$ cat src/rtl/mcycle_issue_scheduler_if.sv
// Issue-scheduler bus between thread select, the scheduler and writeback.
// The master side drives requests and rollbacks; the slave side (the
// scheduler) returns grants, pending flags and the multi-cycle writeback.
interface mcycle_issue_scheduler_if #(
  parameter int THREADS = 4
);
  localparam int TW = $clog2(THREADS);

  logic [THREADS-1:0] ts_request;
  logic [THREADS-1:0] ts_is_mcycle;
  logic [THREADS-1:0] ts_grant;
  logic               sched_issue_valid;
  logic [TW-1:0]      sched_issue_thread;
  logic               sched_issue_mcycle;
  logic               wb_rollback_en;
  logic [TW-1:0]      wb_rollback_thread_idx;
  logic [THREADS-1:0] mc_pending;
  logic               mc_wb_valid;
  logic [TW-1:0]      mc_wb_thread;

  modport master (
    output ts_request, ts_is_mcycle, wb_rollback_en, wb_rollback_thread_idx,
    input  ts_grant, sched_issue_valid, sched_issue_thread, sched_issue_mcycle,
    input  mc_pending, mc_wb_valid, mc_wb_thread
  );

  modport slave (
    input  ts_request, ts_is_mcycle, wb_rollback_en, wb_rollback_thread_idx,
    output ts_grant, sched_issue_valid, sched_issue_thread, sched_issue_mcycle,
    output mc_pending, mc_wb_valid, mc_wb_thread
  );
endinterface

$ cat src/rtl/mcycle_issue_scheduler.sv
// Round-robin issue scheduler for single-cycle and multi-cycle FP ops.
// A shifting slot array reserves future writeback cycles so single-cycle
// and multi-cycle results never collide; per-thread counters track live
// multi-cycle work and are cleared by rollback.
module mcycle_issue_scheduler #(
  parameter int THREADS    = 4,
  parameter int MC_LATENCY = 5,
  parameter int SC_LATENCY = 1
) (
  input  logic clk,
  input  logic reset,
  mcycle_issue_scheduler_if.slave bus
);
  localparam int TW = $clog2(THREADS);

  // Entry k describes the writeback cycle k cycles from now.
  typedef struct packed {
    logic          reserved;
    logic          live;
    logic [TW-1:0] thread;
  } slot_t;

  slot_t [MC_LATENCY-1:0]   slot_q, slot_d;
  logic  [THREADS-1:0][2:0] cnt_q, cnt_d;
  logic  [TW-1:0]           rr_q, rr_d;

  logic [THREADS-1:0] elig;
  logic [THREADS-1:0] grant;
  logic               gnt_vld;
  logic [TW-1:0]      gnt_idx;
  logic               gnt_mc;
  logic [TW-1:0]      scan_idx;
  logic               wb_vld;

  assign wb_vld = slot_q[0].reserved && slot_q[0].live;

  // Eligibility: requesting, not being rolled back, and the target resource free.
  // Gated by reset so every output is quiet while reset is held.
  always_comb begin
    elig = '0;
    for (int t = 0; t < THREADS; t++) begin
      if (!reset && bus.ts_request[t] &&
          !(bus.wb_rollback_en && (bus.wb_rollback_thread_idx == TW'(t)))) begin
        if (bus.ts_is_mcycle[t]) elig[t] = (cnt_q[t] != 3'd7);
        else                     elig[t] = !slot_q[SC_LATENCY].reserved;
      end
    end
  end

  // Round-robin pick: first eligible thread at or after rr_q wins.
  always_comb begin
    grant    = '0;
    gnt_vld  = 1'b0;
    gnt_idx  = '0;
    scan_idx = '0;
    for (int i = 0; i < THREADS; i++) begin
      scan_idx = rr_q + TW'(i);
      if (!gnt_vld && elig[scan_idx]) begin
        gnt_vld         = 1'b1;
        gnt_idx         = scan_idx;
        grant[scan_idx] = 1'b1;
      end
    end
    gnt_mc = gnt_vld && bus.ts_is_mcycle[gnt_idx];
  end

  // Slot shift, rollback squash, new reservation and pointer advance.
  always_comb begin
    slot_d = '0;
    for (int k = 0; k < MC_LATENCY - 1; k++) slot_d[k] = slot_q[k+1];
    if (bus.wb_rollback_en) begin
      for (int k = 0; k < MC_LATENCY; k++) begin
        if (slot_d[k].live && (slot_d[k].thread == bus.wb_rollback_thread_idx))
          slot_d[k].live = 1'b0;
      end
    end
    if (gnt_vld) begin
      if (gnt_mc) slot_d[MC_LATENCY-1] = {1'b1, 1'b1, gnt_idx};
      else        slot_d[SC_LATENCY-1] = {1'b1, 1'b0, gnt_idx};
    end
    rr_d = gnt_vld ? gnt_idx + TW'(1) : rr_q;
  end

  // Pending counters: rollback clears, otherwise net of grant and writeback.
  always_comb begin
    logic inc;
    logic dec;
    inc   = 1'b0;
    dec   = 1'b0;
    cnt_d = cnt_q;
    for (int t = 0; t < THREADS; t++) begin
      inc = gnt_mc && (gnt_idx == TW'(t));
      dec = wb_vld && (slot_q[0].thread == TW'(t));
      if (bus.wb_rollback_en && (bus.wb_rollback_thread_idx == TW'(t)))
        cnt_d[t] = 3'd0;
      else if (inc && !dec)
        cnt_d[t] = cnt_q[t] + 3'd1;
      else if (dec && !inc)
        cnt_d[t] = cnt_q[t] - 3'd1;
    end
  end

  // State registers; reset drops all in-flight reservations immediately.
  always_ff @(posedge clk or posedge reset) begin
    if (reset) begin
      slot_q <= '0;
      cnt_q  <= '0;
      rr_q   <= '0;
    end else begin
      slot_q <= slot_d;
      cnt_q  <= cnt_d;
      rr_q   <= rr_d;
    end
  end

  // Pending flags per thread.
  always_comb begin
    bus.mc_pending = '0;
    for (int t = 0; t < THREADS; t++) bus.mc_pending[t] = (cnt_q[t] != 3'd0);
  end

  assign bus.ts_grant           = grant;
  assign bus.sched_issue_valid  = gnt_vld;
  assign bus.sched_issue_thread = gnt_idx;
  assign bus.sched_issue_mcycle = gnt_mc;
  assign bus.mc_wb_valid        = wb_vld;
  assign bus.mc_wb_thread       = slot_q[0].thread;
endmodule
$ cat src/flat_wrapper.sv
// flat-port wrapper written by rule: the top's interface ports become plain ports
module mcycle_issue_scheduler_flat 
#(
  parameter int THREADS    = 4,
  parameter int MC_LATENCY = 5,
  parameter int SC_LATENCY = 1
)
  (clk, reset, bus_ts_request, bus_ts_is_mcycle, bus_wb_rollback_en, bus_wb_rollback_thread_idx, bus_ts_grant, bus_sched_issue_valid, bus_sched_issue_thread, bus_sched_issue_mcycle, bus_mc_pending, bus_mc_wb_valid, bus_mc_wb_thread);
  mcycle_issue_scheduler_if #(.THREADS(THREADS)) bus_i ();
  input  logic clk;
  input  logic reset;
  input wire logic [$bits(bus_i.ts_request)-1:0] bus_ts_request;
  input wire logic [$bits(bus_i.ts_is_mcycle)-1:0] bus_ts_is_mcycle;
  input wire logic [$bits(bus_i.wb_rollback_en)-1:0] bus_wb_rollback_en;
  input wire logic [$bits(bus_i.wb_rollback_thread_idx)-1:0] bus_wb_rollback_thread_idx;
  output wire logic [$bits(bus_i.ts_grant)-1:0] bus_ts_grant;
  output wire logic [$bits(bus_i.sched_issue_valid)-1:0] bus_sched_issue_valid;
  output wire logic [$bits(bus_i.sched_issue_thread)-1:0] bus_sched_issue_thread;
  output wire logic [$bits(bus_i.sched_issue_mcycle)-1:0] bus_sched_issue_mcycle;
  output wire logic [$bits(bus_i.mc_pending)-1:0] bus_mc_pending;
  output wire logic [$bits(bus_i.mc_wb_valid)-1:0] bus_mc_wb_valid;
  output wire logic [$bits(bus_i.mc_wb_thread)-1:0] bus_mc_wb_thread;
  assign bus_i.ts_request = bus_ts_request;
  assign bus_i.ts_is_mcycle = bus_ts_is_mcycle;
  assign bus_i.wb_rollback_en = bus_wb_rollback_en;
  assign bus_i.wb_rollback_thread_idx = bus_wb_rollback_thread_idx;
  assign bus_ts_grant = bus_i.ts_grant;
  assign bus_sched_issue_valid = bus_i.sched_issue_valid;
  assign bus_sched_issue_thread = bus_i.sched_issue_thread;
  assign bus_sched_issue_mcycle = bus_i.sched_issue_mcycle;
  assign bus_mc_pending = bus_i.mc_pending;
  assign bus_mc_wb_valid = bus_i.mc_wb_valid;
  assign bus_mc_wb_thread = bus_i.mc_wb_thread;
  mcycle_issue_scheduler #(.THREADS(THREADS), .MC_LATENCY(MC_LATENCY), .SC_LATENCY(SC_LATENCY)) u_core (.clk(clk), .reset(reset), .bus(bus_i));
endmodule
$ cat config.mk
export PLATFORM = sky130hd
export DESIGN_NAME = mcycle_issue_scheduler_flat
export DESIGN_NICKNAME = d
export VERILOG_FILES = /design/src/rtl/mcycle_issue_scheduler_if.sv /design/src/rtl/mcycle_issue_scheduler.sv /design/src/flat_wrapper.sv
export SDC_FILE = /design/constraint.sdc
export NUM_CORES = 1
export LEC_CHECK = 0
export CAP_MARGIN = 20
export CORE_MARGIN = 5
export CORE_UTILIZATION = 60
export CTS_BUF_LIST = sky130_fd_sc_hd__clkbuf_16
export CTS_CLUSTER_DIAMETER = 60
export DETAILED_ROUTE_END_ITERATION = 7
export DONT_BUFFER_PORTS = 1
export PLACE_DENSITY = 0.76
export SLEW_MARGIN = 30
export SYNTH_ARGS = -nofsm -noshare
export SYNTH_HDL_FRONTEND = slang
export SYNTH_SLANG_ARGS = --single-unit
$ cat constraint.sdc
create_clock -name clk -period 5.7 [get_ports clk]
set_input_delay 1.425 -clock clk [delete_from_list [all_inputs] [get_ports clk]]
set_output_delay 1.425 -clock clk [all_outputs]
set_load 0.1 [all_outputs]
# After elaboration in Yosys (flattened, before gate mapping)
# Index checks and enable logic that the tools add are counted.
[totals] latchBits=0 ff_bits=34 ram_bits=0 mem_bits_ro=0 mem_count=0
[op_classes] n_eq_ne=17 order_cmp=9 bitwise=3 div_mod_pow=0 n_mul=0 n_reduce_logical=69 shift=0 n_mux=62 addsub=12
[op_table] operator="$logic_and 1x1->1" count=41
[op_table] operator="$mux 3" count=12
[op_table] operator="$mux 4" count=8
[op_table] operator="$mux 1" count=29
[op_table] operator="$reduce_bool 3->1" count=8
[op_table] operator="$logic_not 1->1" count=17
[op_table] operator="$lt 2x3->1 const B" count=5
[op_table] operator="$add 3x1->3 const B" count=4
[op_table] operator="$eq 2x2->1 const B" count=6
[op_table] operator="$ne 3x3->1 const B" count=4
[op_table] operator="$or 4x4->4" count=3
[op_table] operator="$sub 3x1->3 const B" count=4
[op_table] operator="$bmux 1 s2" count=5
[op_table] operator="$demux 1 s2" count=4
[op_table] operator="$eq 2x2->1" count=4
[op_table] operator="$ge 2x1->1 const B" count=4
[op_table] operator="$mux 2" count=4
[op_table] operator="$eq 2x1->1 const B" count=3
[op_table] operator="$logic_not 2->1" count=3
[op_table] operator="$add 2x1->2 const B" count=2
[op_table] operator="$add 2x2->2 const B" count=2

# Logic depth before layout (Yosys ltp)
# Gate-level depths: netlist of the first run.
[logic_depth] ltp_word=26 ltp_mapped=16

# Worst setup path before layout of the first run
# OpenSTA, ideal clock, no wires.
[synth_timing] kind="input to output" from="in bus_wb_rollback_thread_idx[0]" to="out bus_sched_issue_mcycle" path_stages=8 arrival_time_ns=7.215 setup_slack_ns=-2.940 path_cell_list="buf_6 -> or3b_4 -> nand4_4 -> a21oi_1 -> a222oi_1 -> mux2i_1 -> mux2_4 -> nor2_1"
[synth_between] elab_chain_cells=20 word_cells_on_any_way=45
[synth_lines] element="start, declared" line="flat_wrapper.sv:15" source="input wire logic [$bits(bus_i.wb_rollback_thread_idx)-1:0] bus_wb_rollback_thread_idx;"
[synth_lines] element="$eq 2x1->1 (tied with other cells)" line="mcycle_issue_scheduler.sv:43" source="!(bus.wb_rollback_en && (bus.wb_rollback_thread_idx == TW'(t)))) begin"
[synth_lines] element="$logic_and 1x1->1" line="mcycle_issue_scheduler.sv:43"
[synth_lines] element="$logic_not 1->1" line="mcycle_issue_scheduler.sv:43"
[synth_lines] element="$logic_and 1x1->1" line="mcycle_issue_scheduler.sv:42" source="if (!reset && bus.ts_request[t] &&"
[synth_lines] element="$mux 1" line="mcycle_issue_scheduler.sv:42"
[synth_lines] element="$bmux 1 s2" line="mcycle_issue_scheduler.sv:58" source="if (!gnt_vld && elig[scan_idx]) begin"
[synth_lines] element="$mux 1 (implied by the code)" line="mcycle_issue_scheduler.sv:58"
[synth_lines] element="$mux 1" line="mcycle_issue_scheduler.sv:58"
[synth_lines] element="[5 not listed]"
[synth_lines] element="$mux 1" line="mcycle_issue_scheduler.sv:58"
[synth_lines] element="$logic_not 1->1" line="mcycle_issue_scheduler.sv:58"
[synth_lines] element="$logic_and 1x1->1" line="mcycle_issue_scheduler.sv:58"
[synth_lines] element="$mux 2 *" line="mcycle_issue_scheduler.sv:58"
[synth_lines] element="via bus_sched_issue_thread[1]" line="flat_wrapper.sv:18" source="output wire logic [$bits(bus_i.sched_issue_thread)-1:0] bus_sched_issue_thread;"
[synth_lines] element="$bmux 1 s2 *" line="mcycle_issue_scheduler.sv:64" source="gnt_mc = gnt_vld && bus.ts_is_mcycle[gnt_idx];"
[synth_lines] element="$mux 1 (implied by the code) *" line="mcycle_issue_scheduler.sv:64"
[synth_lines] element="$logic_and 1x1->1 *" line="mcycle_issue_scheduler.sv:64"
[synth_lines] element="end, declared" line="flat_wrapper.sv:19" source="output wire logic [$bits(bus_i.sched_issue_mcycle)-1:0] bus_sched_issue_mcycle;"
# The timed path passes the listed nets; every way through them passes the cells marked *. The select of a mux whose other input is x is not followed.

# Final worst setup path of the first run
[layout_timing] from="in bus_wb_rollback_en" to="out bus_sched_issue_mcycle"
[layout_between] elab_chain_cells=19 word_cells_on_any_way=41
[layout_lines] element="start, declared" line="flat_wrapper.sv:14" source="input wire logic [$bits(bus_i.wb_rollback_en)-1:0] bus_wb_rollback_en;"
[layout_lines] element="$logic_and 1x1->1" line="mcycle_issue_scheduler.sv:43"
[layout_lines] element="$logic_not 1->1" line="mcycle_issue_scheduler.sv:43"
[layout_lines] element="$logic_and 1x1->1" line="mcycle_issue_scheduler.sv:42"
[layout_lines] element="$mux 1" line="mcycle_issue_scheduler.sv:42"
[layout_lines] element="$bmux 1 s2" line="mcycle_issue_scheduler.sv:58"
[layout_lines] element="$mux 1 (implied by the code)" line="mcycle_issue_scheduler.sv:58"
[layout_lines] element="$mux 1" line="mcycle_issue_scheduler.sv:58"
[layout_lines] element="$logic_not 1->1" line="mcycle_issue_scheduler.sv:58"
[layout_lines] element="[3 not listed]"
[layout_lines] element="$logic_and 1x1->1" line="mcycle_issue_scheduler.sv:58"
[layout_lines] element="$mux 1" line="mcycle_issue_scheduler.sv:58"
[layout_lines] element="$logic_not 1->1" line="mcycle_issue_scheduler.sv:58"
[layout_lines] element="$logic_and 1x1->1" line="mcycle_issue_scheduler.sv:58"
[layout_lines] element="$mux 2" line="mcycle_issue_scheduler.sv:58"
[layout_lines] element="$bmux 1 s2" line="mcycle_issue_scheduler.sv:64"
[layout_lines] element="$mux 1 (implied by the code)" line="mcycle_issue_scheduler.sv:64"
[layout_lines] element="$logic_and 1x1->1 *" line="mcycle_issue_scheduler.sv:64"
# Every way passes the cells marked *; elsewhere a longest branch is shown, timed or not. The select of a mux whose other input is x is not followed.

==> metrics.txt, run 1 <==
Slew Limit Fails 0; Max Cap Viol 0; Mean Syn Cell Area 9.555 um2; post-synth top area share 35.71%; number of global-route vias before repair 1738; ANT nets after route 0; Clock H-tree levels 2; RSZ-0062 raised after global routing no; f_max 0.1971 GHz; CTS sink cnt 33; # hold bufs at CTS 0; routability cong. 0.9620; VDD IR max 0.3614 mV; antenna diode count 0; logic gate share of total power 55.5%; Synth cell types 50; Slew HR 33.80%; Leakage 1.116 nW; shortest period the worst path allows 5.074 ns; grt ovf 0; most common cell type on the critical path buf_4; Synth Warn # 0; die height 72.08 um; Required @ worst endpoint 4.28 ns; nets@finish 279; register share of total power 26.0%; Crit Path Max Fanout 11; Worst Hold Class reg2reg; final setup margin 0.6261 ns; run status completed; IO Pins 28; fillers 277; drt first-iter violations 176; Worst Skew 0.001770 ns; Die W 72.08 um; final setup violation count 0; Worst R2R Path Depth 15; Non-Filler Instances 299; final hold slack 0.3491 ns; maximum root-to-sink buffer count 2; Layout Area Growth over Synthesis 12.77%; clock network power share 18.5%; Initial Utilization 62.69%; clock slew at reported path FFs 0.05 ns; startpoint types input port; DR WL/cell 17.23 um; layout cell share with drive strength beyond 1 15.54%; Final Hold Fails 0; Slew @ Worst Pin 0.9930 ns; die area 0.005196 mm2; Power Internal 0.7798 mW; # port buffers 0; switching share of power 52.78%; CTS tree done; slowest cell delay on critical path 0.43 ns; CP Capture Type output port; Post-synth top cells 33 x dfrtp_1, 25 x nor2_1, 17 x inv_1, 14 x nand2_1; dominant cell by count in the synthesized netlist dfrtp_1; ranking of synthesized cells by area dfrtp_1 36%, ha_1 6.5%, xnor2_1 4.5%, nor2_1 4.1%, fa_1 3.5%; number of synthesized flops with an enable pin 0; setup TNS 0 ns; Switch Pwr 0.8718 mW; register area share after synthesis 35.71%; Setup WS pre-CTS 0.6602 ns; via density per instance 6.211; CP Cell Sequence and3_4 -> nor4_4 -> o221ai_2 -> a222oi_1 -> buf_4 -> mux2i_1 -> mux2_4 -> nor2_4 -> buf_4; Synth Net Count 271; cts repair resizes 0; post-synthesis register bit count 33; initial antenna violation count 0; row count 22; Crit-path slowest cell nor4_4; drc violations 0; Via Count 1857; Gate Count Post-Synth 242; Inst Count DP 291; CTS root buf clkbuf_16; routed wire length 5.153 mm; first-pass GRT wire length 8.562 mm; post-CTS setup buffers 0; GRT Total Usage 21.16%; ys async rst share 100.0%; area of the multi-input gates 0.001384 mm2; worst-skew pair later-pin latency 0.28 ns; drt pass-1 iters 7; pwr dens 633.4 mW/mm2; hold path depth 0; Worst Setup Path Type in2out; ys flop type dfrtp_1; detailed placer's ending HPWL 3.844 mm; TritonCTS Buffers 5; post-synthesis cell type with the largest combined area dfrtp_1; worst path arrival time 3.65 ns; post-synthesis cell area 0.002312 mm2; register area 825.8 um2; Period Utilization, post-route 89.02%; pin count of the biggest net entering global routing 34; core area 0.003689 mm2
registers in the layout (all words and copies together), names as in the netlist:
| register | cells |
|---|---|
| u_core.slot_d | 8 |
| u_core.cnt_q | 12 |
| u_core.slot_q | 9 |
| u_core.rr_q | 2 |
| u_core.bus.mc_wb_thread | 2 |
kinds of logic after synthesis:
kind of cell    after synthesis  synth area share [%]
simple gates                102                 25.87
compound gates               42                 12.61
flops                        33                 35.71
buf+inv                      27                 5.735
xor+xnor                     16                 6.060
fa+ha+maj                    16                 9.957
mux                           6                 4.058
cell usage in the layout (no fill, tap or decap), types with 2 or more instances in the layout:
cell | synthesis | layout
a21oi_1 | 11 | 10
a221o_1 | 4 | 4
a22oi_1 | 4 | 4
a31oi_1 | 6 | 6
and3_1 | 2 | 2
and4_1 | 4 | 4
buf_4 | 2 | 10
clkbuf_16 | 0 | 5
dfrtp_1 | 33 | 33
fa_1 | 4 | 3
ha_1 | 12 | 6
ha_2 | 0 | 6
inv_1 | 17 | 17
mux2i_1 | 3 | 3
nand2_1 | 14 | 14
nand2b_1 | 5 | 5
nand3_1 | 7 | 7
nand3b_1 | 4 | 4
nand4_1 | 6 | 6
nor2_1 | 25 | 24
nor2b_1 | 6 | 6
nor3b_1 | 6 | 6
nor4_1 | 2 | 2
o21ai_0 | 7 | 6
o22ai_1 | 2 | 2
or3_1 | 10 | 10
xnor2_1 | 12 | 12
xor2_1 | 4 | 4
final timing paths:
check,from,endpoint,slack (ns)
max in group asynchronous,reset,u_core.rr_q[0]$_DFFE_PP0P_,4.28
setup / recovery,bus_wb_rollback_en,bus_sched_issue_mcycle,0.63
hold / removal,u_core.slot_d[7]$_DFF_PP0_,u_core.slot_q[7]$_DFF_PP0_,0.35
min in group asynchronous,reset,u_core.cnt_q[11]$_DFFE_PP0P_,1.12
setup reg to reg,u_core.rr_q[0]$_DFFE_PP0P_,u_core.cnt_q[2]$_DFFE_PP0P_,1.24
hold reg to reg,u_core.slot_d[7]$_DFF_PP0_,u_core.slot_q[7]$_DFF_PP0_,0.35
area by class of cell:
type,count,area share [%]
Clock buffer,5,4.798
Clock inverter,3,1.775
Inverter,17,2.447
Multi-Input combinational cell,182,53.07
Sequential cell,33,31.67
Tap cell,48,2.303
Timing Repair Buffer,11,3.935
routing by layer:
layer | track usage (%) | wire, um | vias up
met5 | 0 | 0 | -
met4 | 3.340 | 28 | 0
met3 | 6.648 | 316 | 6
met2 | 34.07 | 2542 | 70
met1 | 28.55 | 2266 | 899
li1 | - | - | 882
critical path, delay by kind of cell:
family,cells,cell delay (ns)
AOI/OAI and AO/OA,2,0.47
buffers and inverters,2,0.45
muxes,2,0.65
and+or+nand+nor,3,0.65
power by group through the flow:
| stage | logic (mW) | registers (mW) | clock network [mW] |
|---|---|---|---|
| final | 0.917 | 0.430 | 0.305 |
| after global routing | 0.982 | 0.445 | 0.324 |
| after CTS | 0.916 | 0.430 | 0.311 |
| after detailed placement | 0.909 | 0.433 | 0 |
| after global placement | 0.901 | 0.431 | 0 |
| after floorplan | 0.843 | 0.359 | 0 |
per-stage QoR:
stage	total power, mW	instance area, um2	util [%]
finish	1.652	2608	70.69
detailed placement	1.342	2436	66.04
global route	1.750	2608	70.69
CTS	1.657	2608	70.69
floorplan	1.202	2352	-
global placement	1.332	2435	66.01
Power figures use the tool's default switching activity.
==> run 2: changes to the inputs <==
--- a/config.mk
+++ b/config.mk
@@ -6,6 +6,7 @@
 export NUM_CORES = 1
 export LEC_CHECK = 0
 export CAP_MARGIN = 20
+export CORE_ASPECT_RATIO = 1.75
 export CORE_MARGIN = 5
 export CORE_UTILIZATION = 60
 export CTS_BUF_LIST = sky130_fd_sc_hd__clkbuf_16
==> constraint.sdc (replaced) <==
create_clock -name clk -period 5.05 [get_ports clk]
set_input_delay 1.2625 -clock clk [delete_from_list [all_inputs] [get_ports clk]]
set_output_delay 1.2625 -clock clk [all_outputs]
set_load 0.1 [all_outputs]
==> run 2 against run 1 <==
Against the previous run: clock skew grew 0.0051 ns; design area down 0.72%; utilization down 2.4 points; flip-flop and latch count unchanged; critical path type unchanged; highest routed layer unchanged.
==> metrics.txt, run 2 (synthesized netlist as in run 1, its figures left out) <==
f_max 0.2090 GHz; routability cong. 0.8998 (was 0.9620); # port buffers 0 (unchanged); largest register by flop count u_core.cnt_q (unchanged); grt ovf 0 (unchanged); number of global-route vias before repair 1877 (was 1738); row count 30 (was 22); pin count of the biggest net entering global routing 34 (unchanged); RSZ-0062 raised after global routing no (unchanged); Inst Count DP 292 (was 291); CTS tree done (unchanged); # hold bufs at CTS 0 (unchanged); Finished Core Util 68.28% (was 70.69%); Setup WS pre-CTS 0.3188 ns (was 0.6602 ns); worst-skew pair later-pin latency 0.27 ns (was 0.28 ns); Slew Limit Fails 0 (unchanged); CP Capture Type output port (unchanged); pwr dens 693.8 mW/mm2 (was 633.4 mW/mm2); reg2reg setup slack 0.80 ns (was 1.24 ns); Leakage 1.114 nW (was 1.116 nW); Worst Setup Path Type in2out (unchanged); Layout Area Growth over Synthesis 11.96% (was 12.77%); routed wire length 5.226 mm (was 5.153 mm); Initial Utilization 60.99% (was 62.69%); nets@finish 280 (was 279); Slew @ Worst Pin 0.9842 ns (was 0.9930 ns); Slew HR 34.38% (was 33.80%); drt first-iter violations 78 (was 176); final hold slack 0.3449 ns (was 0.3491 ns); detailed placer's ending HPWL 4.136 mm (was 3.844 mm); Worst Skew 0.006826 ns (was 0.001770 ns); Worst Hold Class reg2reg (unchanged); CTS root buf clkbuf_16 (unchanged); first-pass GRT wire length 8.976 mm (was 8.562 mm); post-CTS setup buffers 0 (unchanged); Worst Setup EP bus_ts_grant[3] (was bus_sched_issue_mcycle); final setup violation count 0 (unchanged); die height 92.12 um (was 72.08 um); maximum root-to-sink buffer count 2 (unchanged); Via Count 1820 (was 1857); Max Cap Viol 0 (unchanged); Period Utilization, post-route 94.74%; Required @ worst endpoint 3.79 ns (was 4.28 ns); VDD IR max 0.6299 mV (was 0.3614 mV); layout cell share with drive strength beyond 1 14.74% (was 15.54%); antenna diode count 0 (unchanged); TritonCTS Buffers 5 (unchanged); startpoint types input port (unchanged); initial antenna violation count 0 (unchanged); Final Hold Fails 0 (unchanged); r2r endpoint u_core.cnt_q[2]$_DFFE_PP0P_ (unchanged); ANT nets after route 0 (unchanged); die area 0.005244 mm2 (was 0.005196 mm2); max reg flops 12 (unchanged); final setup margin 0.2654 ns (was 0.6261 ns); drt pass-1 iters 5 (was 7); DR WL/cell 17.48 um (was 17.23 um); Clock H-tree levels 2 (unchanged); Crit Path Max Fanout 11 (unchanged); GRT Total Usage 22.15% (was 21.16%); drc violations 0 (unchanged); Worst R2R Path Depth 15 (unchanged); Worst Setup SP bus_wb_rollback_thread_idx[0] (was bus_wb_rollback_en); cts repair resizes 0 (unchanged); run status completed (unchanged); Die W 56.93 um (was 72.08 um); shortest period the worst path allows 4.785 ns; most frequent cells in the layout 33 x dfrtp_1, 24 x nor2_1, 18 x inv_1 (was 33 x dfrtp_1, 24 x nor2_1, 17 x inv_1); core area 0.003791 mm2 (was 0.003689 mm2); Non-Filler Instances 299 (unchanged); clock slew at reported path FFs 0.05 ns (about the same); reg2reg start u_core.rr_q[1]$_DFFE_PP0P_ (was u_core.rr_q[0]$_DFFE_PP0P_); most common cell after layout, fill and taps aside dfrtp_1 (unchanged); worst path arrival time 3.52 ns (was 3.65 ns); via density per instance 6.087 (was 6.211); CTS sink cnt 33 (unchanged); IO Pins 28 (unchanged)
## run 2: worst max-delay path, cell delays in order
cell and delay (ns):
or3b_4 0.42, and4_1 0.26, mux4_1 0.62, nor2_1 0.30, a22oi_1 0.12, nor2_1 0.12
a221o_1 0.13, buf_4 0.29
## run 2: area by class of cell
class / instances / area [um2]
multi-input cells: 182 / 1384
fillers: 303 / 1202
flip-flops and latches: 33 / 825.8
clock buffers: 5 / 125.1
repair buffers: 12 / 122.6
inverters: 17 / 63.81
well taps: 48 / 60.06
clock inverters: 2 / 7.507
## run 2: how the worst min path moves through the flow
stage	to	slack, ns	start	depth (start not counted)
after floorplan	u_core.slot_d[7]$_DFF_PP0_	0.33	u_core.slot_d[11]$_DFF_PP0_	0
after global placement	u_core.slot_q[7]$_DFF_PP0_	0.33	u_core.slot_d[7]$_DFF_PP0_	0
after detailed placement	u_core.slot_q[7]$_DFF_PP0_	0.33	u_core.slot_d[7]$_DFF_PP0_	0
after CTS	u_core.slot_q[7]$_DFF_PP0_	0.35	u_core.slot_d[7]$_DFF_PP0_	0
after global routing	u_core.slot_q[7]$_DFF_PP0_	0.35	u_core.slot_d[7]$_DFF_PP0_	0
final	u_core.slot_q[7]$_DFF_PP0_	0.34	u_core.slot_d[7]$_DFF_PP0_	0
## run 2: power breakdown
| group | total (mW) | leakage [nW] | internal (mW) | switching [mW] |
|---|---|---|---|---|
| Sequential | 0.473 | 0.430 | 0.351 | 0.122 |
| Combinational | 1.05 | 0.615 | 0.304 | 0.748 |
| Clock | 0.271 | 0.0685 | 0.175 | 0.0954 |
| Total | 1.80 | 1.11 | 0.830 | 0.966 |
## run 2: through the flow
step | area, um2 | power [mW] | TNS (ns)
global route | 2589 | 1.914 | 0
finish | 2589 | 1.796 | 0
global placement | 2455 | 1.510 | 0
floorplan | 2352 | 1.357 | -30.30
detailed placement | 2456 | 1.528 | 0
CTS | 2589 | 1.808 | 0
## run 2: routing by layer
metal  vias to the layer above  part of all wire, %  GRT usage [%]
li1                        883                    -              -
met1                       878                   37          23.89
met2                        46                   56          40.46
met3                        13                  3.7          4.930
met4                         0                  3.0          8.897
met5                         -                    0              0
==> run 3: changes to the inputs <==
--- a/config.mk
+++ b/config.mk
@@ -8,12 +8,12 @@
 export CAP_MARGIN = 20
 export CORE_ASPECT_RATIO = 1.75
 export CORE_MARGIN = 5
-export CORE_UTILIZATION = 60
+export CORE_UTILIZATION = 57
 export CTS_BUF_LIST = sky130_fd_sc_hd__clkbuf_16
 export CTS_CLUSTER_DIAMETER = 60
 export DETAILED_ROUTE_END_ITERATION = 7
 export DONT_BUFFER_PORTS = 1
-export PLACE_DENSITY = 0.76
+export PLACE_DENSITY = 0.75
 export SLEW_MARGIN = 30
 export SYNTH_ARGS = -nofsm -noshare
 export SYNTH_HDL_FRONTEND = slang
==> constraint.sdc (replaced) <==
create_clock -name clk -period 4.1 [get_ports clk]
set_input_delay 0.615 -clock clk [delete_from_list [all_inputs] [get_ports clk]]
set_output_delay 0.615 -clock clk [all_outputs]
set_load 0.1 [all_outputs]
==> run 3 against run 2 <==
Against the previous run: critical path depth grew 7; critical path type is now reg2reg; worst hold slack got worse by 0.036 ns; first-iteration DRC count rose by 21%; clock skew decreased by 0.0021 ns; combinational power grew 29%; routed wire length increased by 7.4%; design area up 2.1%; via count is 3.9% higher.
==> metrics.txt, run 3 (synthesized netlist as in run 1, its figures left out) <==
max reg flops 12 (unchanged); # port buffers 0 (unchanged); Slew HR 34.35% (was 34.38%); worst path arrival time 4.04 ns (was 3.52 ns); logic gate share of total power 59.5% (was 58.6%); Final Hold Fails 0 (unchanged); register share of total power 25.1% (was 26.3%); Required @ worst endpoint 4.30 ns (was 3.79 ns); pin count of the biggest net entering global routing 34 (unchanged); number of global-route vias before repair 1959 (was 1877); cts repair resizes 0 (unchanged); DR WL/cell 18.47 um (was 17.48 um); Finished Core Util 67.69% (was 68.28%); f_max 0.2600 GHz; Max Cap Viol 0 (unchanged); post-CTS setup buffers 0 (unchanged); Worst Hold Class in2async (was reg2reg); Via Count 1891 (was 1820); Initial Utilization 59.23% (was 60.99%); via density per instance 6.220 (was 6.087); DR WL met3 242 um (was 192 um); reg2reg start u_core.rr_q[0]$_DFFE_PP0P_ (was u_core.rr_q[1]$_DFFE_PP0P_); pwr dens 857.8 mW/mm2 (was 693.8 mW/mm2); antenna diode count 0 (unchanged); row count 30 (unchanged); die area 0.005480 mm2 (was 0.005244 mm2); core area 0.003904 mm2 (was 0.003791 mm2); first-pass GRT wire length 9.459 mm (was 8.976 mm); initial antenna violation count 0 (unchanged); CTS tree done (unchanged); largest register by flop count u_core.cnt_q (unchanged); Top Metal Used met4 (unchanged); maximum root-to-sink buffer count 2 (unchanged); CTS root buf clkbuf_16 (unchanged); die height 94.26 um (was 92.12 um); most common cell after layout, fill and taps aside dfrtp_1 (unchanged); CTS sink cnt 33 (unchanged); CP Capture Type flop (was output port); Non-Filler Instances 304 (was 299); Worst Skew 0.004708 ns (was 0.006826 ns); Leakage 1.139 nW (was 1.114 nW); Layout Area Growth over Synthesis 14.29% (was 11.96%); shortest period the worst path allows 3.846 ns; Worst Setup SP u_core.rr_q[0]$_DFFE_PP0P_ (was bus_wb_rollback_thread_idx[0]); Worst R2R Path Depth 15 (unchanged); met1 wire length 1.974 mm (was 1.940 mm); clock network power share 15.4% (was 15.1%); slowest cell delay on critical path 0.52 ns (was 0.62 ns); most frequent cells in the layout 33 x dfrtp_1, 24 x nor2_1, 19 x inv_1 (was 33 x dfrtp_1, 24 x nor2_1, 18 x inv_1); Crit Path Max Fanout 11 (unchanged); ANT nets after route 0 (unchanged); IO Pins 28 (unchanged); Slew Limit Fails 0 (unchanged); final setup violation count 0 (unchanged); switching share of power 53.92% (was 53.78%); clock slew at reported path FFs 0.05 ns (about the same); Final Power 2.267 mW (was 1.796 mW); VDD IR max 0.7432 mV (was 0.6299 mV); GRT Total Usage 22.74% (was 22.15%); r2r endpoint u_core.cnt_q[8]$_DFFE_PP0P_ (was u_core.cnt_q[2]$_DFFE_PP0P_); Power Internal 1.044 mW (was 0.8301 mW); Clock H-tree levels 2 (unchanged); detailed placer's ending HPWL 4.292 mm (was 4.136 mm); met2 routed WL 3.113 mm (was 2.935 mm); worst-skew pair later-pin latency 0.28 ns (was 0.27 ns); drt first-iter violations 94 (was 78); drt pass-1 iters 4 (was 5); nets@finish 284 (was 280); drc violations 0 (unchanged); Inst Count DP 296 (was 292); reg2reg setup slack 0.25 ns (was 0.80 ns); TritonCTS Buffers 5 (unchanged); routability cong. 0.8782 (was 0.8998); routed wire length 5.614 mm (was 5.226 mm); grt ovf 0 (unchanged); Worst Setup Path Type reg2reg (was in2out); Die W 58.15 um (was 56.93 um); run status completed (unchanged); layout cell share with drive strength beyond 1 19.14% (was 14.74%); Crit-path slowest cell ha_1 (was mux4_1); RSZ-0062 raised after global routing no (unchanged); # hold bufs at CTS 0 (unchanged); CP Cell Sequence inv_1 -> ha_1 -> or2_2 -> nand2b_1 -> o221ai_2 -> a222oi_1 -> buf_4 -> mux2i_1 -> mux2_4 -> nor3b_2 -> ha_2 -> fa_2 -> xnor2_1 -> or3_1 -> a21oi_1 (was or3b_4 -> and4_1 -> mux4_1 -> nor2_1 -> a22oi_1 -> nor2_1 -> a221o_1 -> buf_4); Slew @ Worst Pin 0.9848 ns (was 0.9842 ns); Period Utilization, post-route 93.79%; startpoint types flop (was input port); Switch Pwr 1.222 mW (was 0.9659 mW)
-- run 3: how the worst max path moves through the flow --
stage               slack, ns  cells past startpoint                           end
global route            0.006                     15   u_core.cnt_q[8]$_DFFE_PP0P_
CTS                      0.29                     15   u_core.cnt_q[8]$_DFFE_PP0P_
finish                   0.25                     15   u_core.cnt_q[8]$_DFFE_PP0P_
global placement         0.44                     15  u_core.cnt_q[11]$_DFFE_PP0P_
floorplan               -2.11                     13   u_core.cnt_q[8]$_DFFE_PP0P_
detailed placement       0.36                     15   u_core.cnt_q[8]$_DFFE_PP0P_
-- run 3: critical path: cells and delay by family, from the launching register on --
kind            cells  cell delay, ns
mux                 2            0.63
flops               1            0.34
xor+xnor            1            0.14
compound gates      3            0.49
simple gates        4            0.73
fa+ha+maj           3            1.04
buf+inv             2            0.37
-- run 3: cell type report --
cell class / instances / area [um2]
multi-input combinational: 182 / 1413
fill: 315 / 1261
sequential: 33 / 825.8
timing repair buffer: 16 / 140.1
clock buffer: 5 / 125.1
inverter: 17 / 63.81
tap: 48 / 60.06
clock inverter: 3 / 15.01
-- run 3: routing by layer --
layer	track usage, %	vias up
met1	23.41	917
met5	0	-
met2	41.42	67
met3	3.989	24
li1	-	883
met4	13.35	0
-- run 3: through the flow --
| step | instance area, um2 | setup slack (ns) | hold slack (ns) | TNS, ns |
|---|---|---|---|---|
| 2_1_floorplan | 2381 | -2.113 | 0.3312 | -35.24 |
| 3_5_place_dp | 2502 | 0.3624 | 0.3347 | 0 |
| 4_1_cts | 2643 | 0.2922 | 0.3242 | 0 |
| 5_1_grt | 2643 | 0.005947 | 0.3524 | 0 |
| 3_3_place_gp | 2502 | 0.4410 | 0.3344 | 0 |
| 6_report | 2643 | 0.2544 | 0.3090 | 0 |
-- run 3: power groups by stage --
stage               clock network (mW)  logic [mW]  registers (mW)
finish                           0.350        1.35           0.569
global route                     0.373        1.45           0.585
floorplan                            0        1.19           0.500
CTS                              0.356        1.35           0.568
global placement                     0        1.32           0.569
detailed placement                   0        1.34           0.573
==> edit 1: new RTL, flow settings as in run 1 <==
`MC_LATENCY` is set to 5 in 2 places; all go to 10.
--- a/src/rtl/mcycle_issue_scheduler.sv
+++ b/src/rtl/mcycle_issue_scheduler.sv
@@ -4,7 +4,7 @@
 // multi-cycle work and are cleared by rollback.
 module mcycle_issue_scheduler #(
   parameter int THREADS    = 4,
-  parameter int MC_LATENCY = 5,
+  parameter int MC_LATENCY = 10,
   parameter int SC_LATENCY = 1
 ) (
   input  logic clk,
--- a/src/flat_wrapper.sv
+++ b/src/flat_wrapper.sv
@@ -2,7 +2,7 @@
 module mcycle_issue_scheduler_flat 
 #(
   parameter int THREADS    = 4,
-  parameter int MC_LATENCY = 5,
+  parameter int MC_LATENCY = 10,
   parameter int SC_LATENCY = 1
 )
   (clk, reset, bus_ts_request, bus_ts_is_mcycle, bus_wb_rollback_en, bus_wb_rollback_thread_idx, bus_ts_grant, bus_sched_issue_valid, bus_sched_issue_thread, bus_sched_issue_mcycle, bus_mc_pending, bus_mc_wb_valid, bus_mc_wb_thread);
Formal check against the unedited RTL: not equivalent (a bounded check fails within 10 cycles, from zero or initial values and one cycle with reset high).
==> edit 1 against run 1 <==
Global-route usage hardly changed; count of clock-buffer cells in the layout stayed put; synthesized cell count is 12% higher; wire length is 17% higher; sequential share of layout area is 9.4 points higher; critical path type unchanged; critical endpoint unchanged; area after synthesis is 27% higher; sequential cell count is 20 higher; first-iteration DRC count is 36% lower; worst setup slack worse by 0.21 ns; final area is 24% higher.
Power is not shown: default switching activity piles up to over one toggle a cycle in this logic, so the estimate is an artifact.
==> edit 1: results (changes against run 1) <==
timing:
  fin_skew_ns: 0.00705  # +0.00528 ns
  relSlewSlack_pct: 30.8  # -3.0 points
critical_path:
  critPathSlowestCell: "mux4_2"
  slowest_delay_ns: 0.62  # +0.19 ns
  crit_arrival_ns: 3.86  # +0.21 ns
  cp_max_fo: 14  # +3
cells_and_area:
  nFillCells: 370  # +34%
  layout.cells.non_filler: 344  # +15%
  final_nets: 305  # +9.3%
  drive_gt1_share_pct: 14.1  # -1.5 points
  largest_register_ffs: 23  # +11
  regArea_sq_um: 1330  # +61%
route:
  routedWlPerCell_microns: 17.6  # +2.0%
  vias_per_cell: 5.94  # -4.4%
  drt-initial-drc-count: 112  # -36%
  drtPass1Iterations: 5  # -2
place:
  place_area_sq_um: 3080  # +27%
  gp_congestion: 0.851  # -12%
  post-dp-hpwl_microns: 4420  # +15%
global_route:
  grt_max_degree: 54  # +59%
  grt_pass1_vias: 2076  # +19%
  grt.total_usage_pct: 21.2  # about the same
  grt_pass1_wl_microns: 10300  # +20%
synth:
  synthCells: 270  # +12%
  synth_commonest_cells: "53 x dfrtp_1, 22 x inv_1, 22 x xnor2_1"
  yosys-top-cells-area: "dfrtp_1 45%, xnor2_1 6.5%, ha_1 5.1%"
run_status:
  status: "finished, final reports clean"
-- edit 1: cell types whose count changed after synthesis, moves of 5 or more --
cell | run 1 | this run
nand2_1 | 14 | 5
inv_1 | 17 | 22
o21ai_0 | 7 | 13
nor3b_1 | 6 | 0
xnor2_1 | 12 | 22
nor2_1 | 25 | 16
dfrtp_1 | 33 | 53
-- edit 1: kinds of logic (layout without fill, tap and decap cells) --
family	Yosys count	count (layout)	share of synthesized area, %
buf+inv	34	41	4.71
fa+ha+maj	16	16	7.81
flops	53	53	45.0
compound gates	59	59	13.6
mux	9	9	5.22
simple gates	73	73	15.9
xor+xnor	26	26	7.73
-- edit 1: layout make-up --
cell class / count / share of cell area, %
flip-flops and latches: 53 / 41.1
repair buffers: 10 / 2.71
clock inverters: 3 / 0.658
clock buffers: 5 / 3.87
well taps: 67 / 2.59
multi-input cells: 183 / 46.4
inverters: 23 / 2.75
-- edit 1: per-stage QoR --
step	worst slack [ns]	hold slack, ns
CTS	0.458	0.352
floorplan	0.118	0.331
global placement	0.473	0.333
global route	0.243	0.363
detailed placement	0.450	0.335
finish	0.418	0.350
-- edit 1: path summary, 6_finish.rpt --
kind	to	slack [ns]	depth (start not counted)	startpoint
setup / recovery	bus_sched_issue_mcycle	0.42	7	bus_wb_rollback_thread_idx[0]
hold / removal	u_core.slot_d[19]$_DFF_PP0_	0.35	0	u_core.slot_d[23]$_DFF_PP0_
setup reg to reg	u_core.cnt_q[2]$_DFFE_PP0P_	1.37	15	u_core.rr_q[0]$_DFFE_PP0P_
hold reg to reg	u_core.slot_d[19]$_DFF_PP0_	0.35	0	u_core.slot_d[23]$_DFF_PP0_
max in group asynchronous	u_core.slot_d[19]$_DFF_PP0_	4.19	1	reset
min in group asynchronous	u_core.cnt_q[3]$_DFFE_PP0P_	1.08	1	reset
-- edit 1: critical path, delay by kind of cell --
kind	cells	cell delay (ns)
buf+inv	1	0.22
mux	1	0.62
simple gates	3	0.90
compound gates	2	0.69
-- edit 1: metal layers --
layer / wire (microns) / vias to the layer above / GRT usage (%)
met4: 97 / 0 / 7.60
met3: 319 / 10 / 4.82
met1: 2520 / 1018 / 27.6
met5: 0 / - / 0
li1: - / 965 / -
met2: 3120 / 49 / 34.6
==> edit 2: new RTL, flow settings as in run 1 <==
Without the edit above. Make the reset (`reset`) synchronous in one clocked block.
--- a/src/rtl/mcycle_issue_scheduler.sv
+++ b/src/rtl/mcycle_issue_scheduler.sv
@@ -101,7 +101,7 @@
   end
 
   // State registers; reset drops all in-flight reservations immediately.
-  always_ff @(posedge clk or posedge reset) begin
+  always_ff @(posedge clk) begin
     if (reset) begin
       slot_q <= '0;
       cnt_q  <= '0;
Function: differs if reset is asserted again (counterexample within 4 cycles, from zero or initial values and one cycle with reset high); with reset held inactive, the same outputs for 4 cycles.
==> edit 2 against run 1 <==
Via count rose by 0.38%; fmax is 1.4% higher; first-iteration DRC count down 38%; sequential cell count did not move; area after synthesis shrank 1.8%; largest power group unchanged; worst setup slack better by 0.069 ns; largest cell class unchanged; final area down 6.3%; critical path type unchanged; wire length shrank 1.9%; synthesized cell count grew 7.9%; core utilization is 3.9 points lower; total power decreased by 37%.
==> edit 2: results (changes against run 1) <==
critical_path:
  crit_arrival_ns: 3.58  # -0.07 ns
  cp_max_fo: 7  # -4
  rrSetupSlack_ns: 1.10  # -0.14 ns
  startpoint: "bus_ts_is_mcycle[3]"
  r2r_start: "u_core.rr_q[1]$_SDFFE_PP0N_"
route:
  vias_per_cell: 5.97  # -3.8%
  route.layer.met1.wl_microns: 2210  # -2.7%
  wl_met3_microns: 425  # +34%
  drt-initial-drc-count: 110  # -38%
  drtPass1Iterations: 4  # -3
  routedWlPerCell_microns: 16.2  # -6.0%
  wl_met2_microns: 2350  # -7.4%
timing:
  relSlewSlack_pct: 38.8  # +5.0 points
  fin_skew_ns: 0.00324  # +0.00147 ns
synth:
  synthCells: 261  # +7.9%
  synth-seq-area-share_pct: 29.1  # -6.6 points
  synthArstFlopShare_pct: 0  # -100 points
  yosysTopAreaCell: "dfxtp_1"
  ys_types: 54  # +8.0%
  yosys-top-cells-area: "dfxtp_1 29%, ha_1 6.6%, nor2_1 3.6%"
  synth_commonest_cells: "33 x dfxtp_1, 22 x nor2_1, 15 x nand2_1"
global_route:
  grt_pass1_vias: 1810  # +4.1%
  grt.total_usage_pct: 21.1  # -0.048 points
  grt_max_degree: 23  # -32%
  grt_pass1_wl_microns: 8670  # +1.2%
pwr:
  cellLeakagePower_nw: 1.02  # -8.8%
  peakVddDrop_v: 0.000294  # -19%
cells_and_area:
  nFillCells: 290  # +4.7%
  drive_gt1_share_pct: 12.9  # -2.7 points
  final_nets: 292  # +4.7%
  layout.cells.non_filler: 312  # +4.3%
clock_network:
  cts_resized: 0  # unchanged
  clockRootBuffer: "clkbuf_16"
  cts_buffers: 5  # unchanged
  htree_levels: 2  # unchanged
  cts_setup_buffers: 0  # unchanged
  worst_skew_pair.late_latency_ns: 0.28  # about the same
place:
  post-dp-hpwl_microns: 3820  # -0.68%
  place_area_sq_um: 2300  # -5.7%
  dp_cells: 304  # +4.5%
  gp_congestion: 0.977  # +1.6%
worst_hold_path:
  hold_path_startpoint: "u_core.slot_d[11]$_SDFF_PP0_"
run_status:
  status: "finished, final reports clean"
edit 2: path summary, 6_finish.rpt:
check                                               endpoint  cells past startpoint
worst min-delay path             u_core.slot_d[7]$_SDFF_PP0_                      1
worst min register to register   u_core.slot_d[7]$_SDFF_PP0_                      1
worst max-delay path                  bus_sched_issue_mcycle                      8
worst max register to register  u_core.cnt_q[8]$_SDFFE_PP0P_                     15
edit 2: critical path, stage by stage:
cell and delay (ns):
or2b_1 0.24, and4_1 0.28, o31a_1 0.27, a311o_1 0.31, nand2_1 0.28, mux2i_2 0.17
a211oi_4 0.25, buf_4 0.35
edit 2: metrics by stage:
step / setup WS [ns] / hold slack (ns)
finish: 0.695 / 0.441
detailed placement: 0.627 / 0.424
global route: 0.546 / 0.467
global placement: 0.661 / 0.419
CTS: 0.706 / 0.437
floorplan: 0.0467 / 0.414
edit 2: where the power goes:
part,internal (mW),leakage [nW],switching [mW]
Clock,0.160,0.0696,0.0972
Combinational,0.136,0.679,0.338
Sequential,0.261,0.270,0.0440
edit 2: routing by layer:
layer	vias up	GRT usage [%]
met5	-	0
met4	0	5.64
met3	7	6.17
met2	69	34.1
met1	848	27.5
li1	940	-
edit 2: cell families after synthesis:
logic type / count (synthesis) / synth area share [%]
AOI/OAI and AO/OA: 52 / 17.6
xor gates and xnor gates: 16 / 6.17
adders and majority gates: 16 / 10.1
DFF: 33 / 29.1
and+or+nand+nor: 111 / 27.1
muxes: 7 / 3.25
buffers and inverters: 26 / 6.61
edit 2: cell type report:
| class | instances | area, sq um | share of cell area, % |
|---|---|---|---|
| Multi-Input combinational cell | 202 | 1460 | 59.8 |
| Clock inverter | 3 | 17.5 | 0.717 |
| Tap cell | 48 | 60.1 | 2.46 |
| Inverter | 11 | 41.3 | 1.69 |
| Timing Repair Buffer | 10 | 75.1 | 3.07 |
| Sequential cell | 33 | 663 | 27.1 |
| Clock buffer | 5 | 125 | 5.12 |
